===== src/rtl/ram_loader.sv =====
// Streams a length-prefixed big-endian word image into CPU RAM, then releases CPU reset.
// Optional trailing XOR checksum byte is enabled by defining LOADER_CHECKSUM_EN.
module ram_loader #(
    parameter logic [12:0] BASE_ADDR = 13'd0
) (
    input  logic        clk,
    input  logic        reset,
    input  logic        i_start,
    input  logic [7:0]  i_byte,
    input  logic        i_byte_valid,
    output logic        o_byte_ready,
    output logic [12:0] o_ram_addr,
    output logic [31:0] o_ram_wdata,
    output logic        o_ram_wen,
    output logic        o_cpu_reset,
    output logic        o_busy,
    output logic        o_done,
    output logic        o_err,
    output logic [13:0] o_word_cnt
);

    typedef enum logic [2:0] {
        S_IDLE,
        S_LEN_HI,
        S_LEN_LO,
        S_DATA,
        S_WRITE,
`ifdef LOADER_CHECKSUM_EN
        S_CSUM,
`endif
        S_DONE
    } state_e;

    state_e state_q, state_d;

    logic [15:0] len_q, len_d;
    logic [23:0] shreg_q, shreg_d;
    logic [1:0]  idx_q, idx_d;
    logic [13:0] cnt_q, cnt_d;
    logic [12:0] addr_q, addr_d;
    logic [31:0] wdata_q, wdata_d;
    logic        err_q, err_d;
`ifdef LOADER_CHECKSUM_EN
    logic [7:0]  csum_q, csum_d;
`endif

    logic        accept;
    logic        start_go;
    logic [15:0] len_full;
    logic        last_word;
    state_e      fin_state;

    assign accept    = i_byte_valid & o_byte_ready;
    assign start_go  = i_start & ((state_q == S_IDLE) | (state_q == S_DONE));
    assign len_full  = {len_q[15:8], i_byte};
    assign last_word = ({2'b00, cnt_q} + 16'd1) == len_q;
`ifdef LOADER_CHECKSUM_EN
    assign fin_state = S_CSUM;
`else
    assign fin_state = S_DONE;
`endif

    always_ff @(posedge clk or negedge reset) begin
        if (!reset) begin
            state_q <= S_IDLE;
        end else begin
            state_q <= state_d;
        end
    end

    always_comb begin
        state_d = state_q;
        unique case (state_q)
            S_IDLE:   if (i_start) state_d = S_LEN_HI;
            S_LEN_HI: if (accept) state_d = S_LEN_LO;
            S_LEN_LO: begin
                if (accept) begin
                    if (len_full == 16'd0)        state_d = fin_state;
                    else if (len_full > 16'd8192) state_d = S_DONE;
                    else                          state_d = S_DATA;
                end
            end
            S_DATA:   if (accept && idx_q == 2'd3) state_d = S_WRITE;
            S_WRITE:  state_d = last_word ? fin_state : S_DATA;
`ifdef LOADER_CHECKSUM_EN
            S_CSUM:   if (accept) state_d = S_DONE;
`endif
            S_DONE:   if (i_start) state_d = S_LEN_HI;
            default:  state_d = S_IDLE;
        endcase
    end

    always_comb begin
        o_byte_ready = 1'b0;
        o_ram_wen    = 1'b0;
        o_busy       = 1'b1;
        o_done       = 1'b0;
        unique case (state_q)
            S_IDLE:   o_busy = 1'b0;
            S_LEN_HI,
            S_LEN_LO,
            S_DATA:   o_byte_ready = 1'b1;
            S_WRITE:  o_ram_wen = 1'b1;
`ifdef LOADER_CHECKSUM_EN
            S_CSUM:   o_byte_ready = 1'b1;
`endif
            S_DONE: begin
                o_busy = 1'b0;
                o_done = 1'b1;
            end
            default:  o_busy = 1'b0;
        endcase
    end

    assign o_cpu_reset = (state_q == S_DONE) & ~err_q;
    assign o_err       = err_q;
    assign o_word_cnt  = cnt_q;
    assign o_ram_addr  = addr_q;
    assign o_ram_wdata = wdata_q;

    // Address/data are captured on the fourth byte so they are stable for the whole WRITE cycle.
    always_comb begin
        len_d   = len_q;
        shreg_d = shreg_q;
        idx_d   = idx_q;
        cnt_d   = cnt_q;
        addr_d  = addr_q;
        wdata_d = wdata_q;
        err_d   = err_q;
`ifdef LOADER_CHECKSUM_EN
        csum_d  = csum_q;
`endif
        if (start_go) begin
            cnt_d  = '0;
            idx_d  = '0;
            err_d  = 1'b0;
`ifdef LOADER_CHECKSUM_EN
            csum_d = '0;
`endif
        end
        if (accept && state_q == S_LEN_HI) len_d = {i_byte, 8'h00};
        if (accept && state_q == S_LEN_LO) begin
            len_d = len_full;
            if (len_full > 16'd8192) err_d = 1'b1;
        end
        if (accept && state_q == S_DATA) begin
            shreg_d = {shreg_q[15:0], i_byte};
            idx_d   = idx_q + 2'd1;
`ifdef LOADER_CHECKSUM_EN
            csum_d  = csum_q ^ i_byte;
`endif
            if (idx_q == 2'd3) begin
                addr_d  = BASE_ADDR + cnt_q[12:0];
                wdata_d = {shreg_q, i_byte};
            end
        end
        if (state_q == S_WRITE) cnt_d = cnt_q + 14'd1;
`ifdef LOADER_CHECKSUM_EN
        if (accept && state_q == S_CSUM && i_byte != csum_q) err_d = 1'b1;
`endif
    end

    always_ff @(posedge clk or negedge reset) begin
        if (!reset) begin
            len_q   <= '0;
            shreg_q <= '0;
            idx_q   <= '0;
            cnt_q   <= '0;
            addr_q  <= '0;
            wdata_q <= '0;
            err_q   <= 1'b0;
`ifdef LOADER_CHECKSUM_EN
            csum_q  <= '0;
`endif
        end else begin
            len_q   <= len_d;
            shreg_q <= shreg_d;
            idx_q   <= idx_d;
            cnt_q   <= cnt_d;
            addr_q  <= addr_d;
            wdata_q <= wdata_d;
            err_q   <= err_d;
`ifdef LOADER_CHECKSUM_EN
            csum_q  <= csum_d;
`endif
        end
    end

endmodule


===== config.mk =====
export PLATFORM = sky130hd
export DESIGN_NAME = ram_loader
export DESIGN_NICKNAME = d
export VERILOG_FILES = /design/src/rtl/ram_loader.sv
export SDC_FILE = /design/constraint.sdc
export NUM_CORES = 1
export LEC_CHECK = 0
export BUFFER_PORTS_ARGS = -buffer_cell sky130_fd_sc_hd__buf_2
export CAP_MARGIN = 20
export CORE_MARGIN = 2
export CORE_UTILIZATION = 51
export CTS_CLUSTER_DIAMETER = 100
export DETAILED_ROUTE_END_ITERATION = 7
export GPL_ROUTABILITY_DRIVEN = 1
export PLACE_DENSITY = 0.76
export REMOVE_ABC_BUFFERS = 1
export SLEW_MARGIN = 10
export SYNTH_ARGS = -nofsm -noshare
export SYNTH_HDL_FRONTEND = slang
export SYNTH_SLANG_ARGS = --single-unit

===== constraint.sdc =====
create_clock -name clk -period 2.05 [get_ports clk]
set_input_delay 0.41 -clock clk [delete_from_list [all_inputs] [get_ports clk]]
set_output_delay 0.41 -clock clk [all_outputs]
set_load 0.01 [all_outputs]

Word level (Yosys, flattened, before mapping):

Cells that the tools add are included.
W data, S select, Z words.

* add/subtract/negate cells: 3
* magnitude comparators: 1
* eq/ne operators: 11
* muxes and demuxes: 21
* bitwise operators: 6
* reductions and logical operators: 15

Operators by type and width (number)
* $mux W14: 2
* $mux W3: 7
* $eq A15 B16 Y1: 1
* $gt A16 B14 Y1 const B: 1
* $logic_not A16 Y1: 1
* $mux W8: 2
* $add A14 B1 Y15 const B: 1
* $pmux W3 S5: 1
* $add A14 B1 Y14 const B: 1
* $mux W1: 7
* $eq A3 B2 Y1 const B: 2
* $eq A3 B3 Y1 const B: 2
* $ne A2 B2 Y1 const B: 3
* $reduce_bool A2 Y1: 3
* $logic_and A1 B1 Y1: 4
* $mux W2: 2
* $reduce_and A2 Y1: 2
* $reduce_and A4 Y1: 1
* $reduce_or A4 Y1: 1
* $and A1 B1 Y1: 3
* $eq A3 B1 Y1 const B: 1
* $logic_not A3 Y1: 1
* $reduce_or A3 Y1: 1
* $add A2 B1 Y2 const B: 1
* 5 further kinds: 6

* bits in registers: 105
* bits of input ports: 12
* output and inout port bits: 65
* logic and storage cells: 66

Depth between registers and ports, before layout:

* word-level depth: 7
* depth in mapped cells: 8
* depth with buffers taken out: 7

Worst setup path before layout:

OpenSTA, ideal clock, no wires.

* kind: reg-to-reg
* start point: reg cnt_q[0], in the netlist o_word_cnt[0]
* end point: reg state_q[1]
* library setup time: 0.121 ns
* data arrival time: 2.022 ns
* required time: 1.929 ns
* setup slack: -0.093 ns
* cell stages (with the launch flop): 8
* clock period less this slack: 2.143 ns
* cell sequence: dfrtp_1 -> ha_1 -> nand3_1 -> or4_4 -> a211oi_2 -> a2bb2oi_2 -> nand4_1 -> a22o_1

* cells in the longest elaborated chain, start to end: 4

RTL lines
* start: declaration: line 39 `logic [13:0] cnt_q, cnt_d;`
* start signal: assignment: line 179 `cnt_q <= cnt_d;`
* $add A14 B1 Y15: line 56 `assign last_word = ({2'b00, cnt_q} + 16'd1) == len_q;`
* $eq A15 B16 Y1: line 56
* $mux W3: line 84 `S_WRITE: state_d = last_word ? fin_state : S_DATA;`
* $pmux W3 S5: line 73 `unique case (state_q)`
* end signal: assignment: line 67 `state_q <= state_d;`
* end: declaration: line 34 `state_e state_q, state_d;`

No other way between the ends.
A chain may end at the register's enable or synchronous reset.

Worst setup path after layout:

Same ends and word-level chain as after synthesis.

==> results by group <==
Outcome
  – Outcome: complete, no violations

Layout
  – Sequential cell area: 0.00263 mm²
  – Fill cell count: 771
  – Layout net count: 538
  – Antenna diode count: 0
  – Non-Filler Instances: 638
  – Area growth from synthesis to layout: 21.0%
  – Ratio of cells with drive above 1 in the final layout: 32.6%
  – Area of the multi-input gates: 0.00201 mm²

Critical path
  – CP delay by family, top: simple AND/OR/NAND/NOR gates
  – Worst setup startpoint: o_word_cnt[0]
  – Arr. time, crit path: 2300 ps
  – Reg2reg start: o_word_cnt[0]
  – Slowest cell on crit path: dfrtp_1
  – Kind of critical path: reg -> reg
  – Worst Reg2Reg Path Length in Cells: 7
  – Required time worst endpoint: 2310 ps
  – CP peak stage delay: 420 ps
  – Crit path to: state_q[1]
  – Critical path peak fanout: 5
  – Crit Reg-Reg Endpoint: state_q[1]
  – Crit end category: flop
  – Flop2flop setup slack: 9 ps
  – Crit path depth: 7
  – Critical path buffers and inverters: 0
  – Worst path cell trace: ha_1 > nand3_1 > or3_1 > xor2_1 > a211oi_1 > nand4_1 > a22o_1
  – Crit start category: flop

Clock network
  – Root buffer cell: clkbuf_8
  – H-tree depth: 3
  – CTS tree: yes
  – Maximum root-to-sink buffer count: 2
  – CTS hold repair buffers: 0
  – Clock buffer count from CTS: 9
  – Clk sinks: 105
  – Clock Latency Late Sink: 370 ps
  – Reg clk slew, reported paths: 100 ps

Die
  – Die ar.: 0.0100 mm²
  – Die X-Extent: 100 µm
  – Row cnt: 35
  – Core area: 0.00911 mm²
  – Die H: 100 µm
  – Initial core utilization: 51.8%
  – IO Count: 77

STA
  – Min cycle time layout: 2040 ps
  – Fmax: 490 MHz
  – Count of final hold-check violations: 0
  – Slew Limit Fails: 0
  – RSZ-0062 raised after global routing: yes
  – Final setup violation count: 0
  – Final period util: 99.6%
  – Clock skew: 12.7 ps
  – Least-Margin Pin Slew: 528 ps
  – Relative slew margins: 64.7%
  – Setup TNS: 0 ps

Placed design
  – Gpl congestion: 0.894
  – Placed Cells: 618
  – Hpwl dp: 7.36 mm
  – I/O Buffers: 76

Global routing
  – First-pass GRT wire length: 16.8 mm
  – Gr usage total: 21.3%
  – Vias in the first global route: 3385
  – Largest net degree at the start of global routing: 82
  – Initial antenna violation count: 0
  – Grt ovf: 0

Route
  – ANT nets after route: 0
  – DRT Pass-1 Iters: 5
  – Post-route DRC: 0
  – Initial DRC count: 173
  – Vias: 3547
  – Vias/cell: 5.56
  – Drt total wl: 10.4 mm
  – DR WL/cell: 16.3 µm

Pwr
  – Worst IR drop on VDD: 0.000740 V
  – Power Density: 1170 mW/mm²
  – Static Leak: 2.96 nW

Synth
  – Post-Synthesis Cells: 412
  – Top cell type's share of synthesized area: 55.7%
  – Netlist Area Pre-Place: 0.00472 mm²
  – Syn avg cell area: 11.5 µm²
  – Netlist cell types: 49
  – Yosys reg bits: 105
  – Top cells by area, synth: dfrtp_1, mux2_1, mux2_2
  – Top_reg_cell synth: dfrtp_1
  – Largest area contributor in the netlist: dfrtp_1
  – Post-synthesis sequential area ratio: 55.7%
  – FFs w/ async S/R, synth: 100%
  – Post-synth EDFFs: 0
  – Syn. warnings: 0

Flow run
  – Max cap viols: 0

Hold path
  – HP Class: in -> async
## cells in the mapped netlist (4+ instances only)
master / n
mux2_2: 22
and3_1: 5
nand2_1: 65
nand4_1: 6
nor4_1: 5
nand3_1: 7
xor2_1: 8
nor3_1: 8
nor2_1: 15
clkbuf_1: 8
and2_1: 4
o31ai_1: 4
nor2b_1: 6
mux2_1: 38
dfrtp_1: 105
a21oi_1: 5
inv_1: 5
xnor2_1: 13
o21ai_0: 23
o21ai_1: 4
a22o_1: 10
buf_2: 10
## metal layers
layer / vias to the layer above / track usage (%) / share of wire [%]
met3: 9 / 2.65 / 3.9
li1: 1671 / - / -
met4: 0 / 7.48 / 1.1
met2: 92 / 34.8 / 50
met5: - / 0 / 0
met1: 1775 / 29.7 / 45
## cell type report
cell class	instances	area share [%]
tap	111	2.43
sequential	105	46.1
multi-input combinational	282	35.2
clock buffer	9	2.17
timing repair buffer	119	12.8
clock inverter	6	0.899
inverter	6	0.394
## cell usage in the layout, fill, tap and decap left out, types with 2 or more instances in the layout
cell type	count
nor2_1	15
nand4_1	6
nor4_1	5
xor2_1	8
and3_1	5
a22o_1	10
nor4_4	2
mux2_1	38
o31ai_1	4
clkinvlp_4	2
buf_4	42
clkbuf_8	9
nor2b_1	6
nand3_2	4
buf_2	75
nand3_1	6
dfrtp_1	102
a211oi_1	2
o21ai_1	5
ha_1	2
mux2_2	22
nand2_1	65
inv_1	5
o21ai_0	22
o211ai_1	2
dfrtp_2	3
nor3_1	8
and2_1	4
a21oi_1	5
xnor2_1	13
inv_8	2
buf_12	2
or3_1	3
## report_power, final
part	internal (mW)	leakage (nW)	switching, mW
clock	0.454	0.0855	0.728
combinational	1.13	1.51	1.12
sequential	2.73	1.37	0.524
## worst min path at each step
stage | start | endpoint | slack, ps | cells past startpoint
3_3_place_gp | reset | o_ram_wdata[27] | 440 | 2
2_1_floorplan | reset | idx_q[0] | 110 | 0
5_1_grt | reset | o_ram_wdata[27] | 60 | 2
3_5_place_dp | reset | o_ram_wdata[27] | 450 | 2
6_report | reset | o_ram_wdata[19] | 40 | 2
4_1_cts | reset | o_ram_wdata[27] | 40 | 2
## registers in the layout (all words and copies together), names as in the netlist
register,count
o_ram_addr,13
len_q,16
shreg_q,24
idx_q,2
o_err,1
state_q,3
o_word_cnt,14
o_ram_wdata,32
## through the flow
stage / utilization (%) / cell area, µm² / total power, mW / setup slack (ps) / hold WS, ps
after floorplan: - / 4640 / 4.60 / -427 / 114
after global placement: 60.0 / 5470 / 5.40 / 69.7 / 435
after detailed placement: 60.0 / 5470 / 5.52 / -36.2 / 454
after CTS: 62.1 / 5660 / 6.72 / -11.5 / 41.7
after global routing: 62.7 / 5710 / 7.13 / -66.9 / 59.1
final: 62.7 / 5710 / 6.70 / 8.89 / 40.1
## repair_timing
| item | in CTS | in global routing |
|---|---|---|
| setup buffers | 1 | 4 |
| gates resized for setup | 3 | 5 |
| setup endpoints to repair | 3 | 4 |
| pin swaps | 4 | 4 |
## logic make-up after synthesis
kind of cell | share of synthesized area, %
compound gates | 8.62
xor+xnor | 3.90
fa+ha+maj | 0.795
buf+inv | 2.25
flops | 55.7
mux | 14.3
simple gates | 14.4
Note: power is estimated with default switching activity, not from simulation.
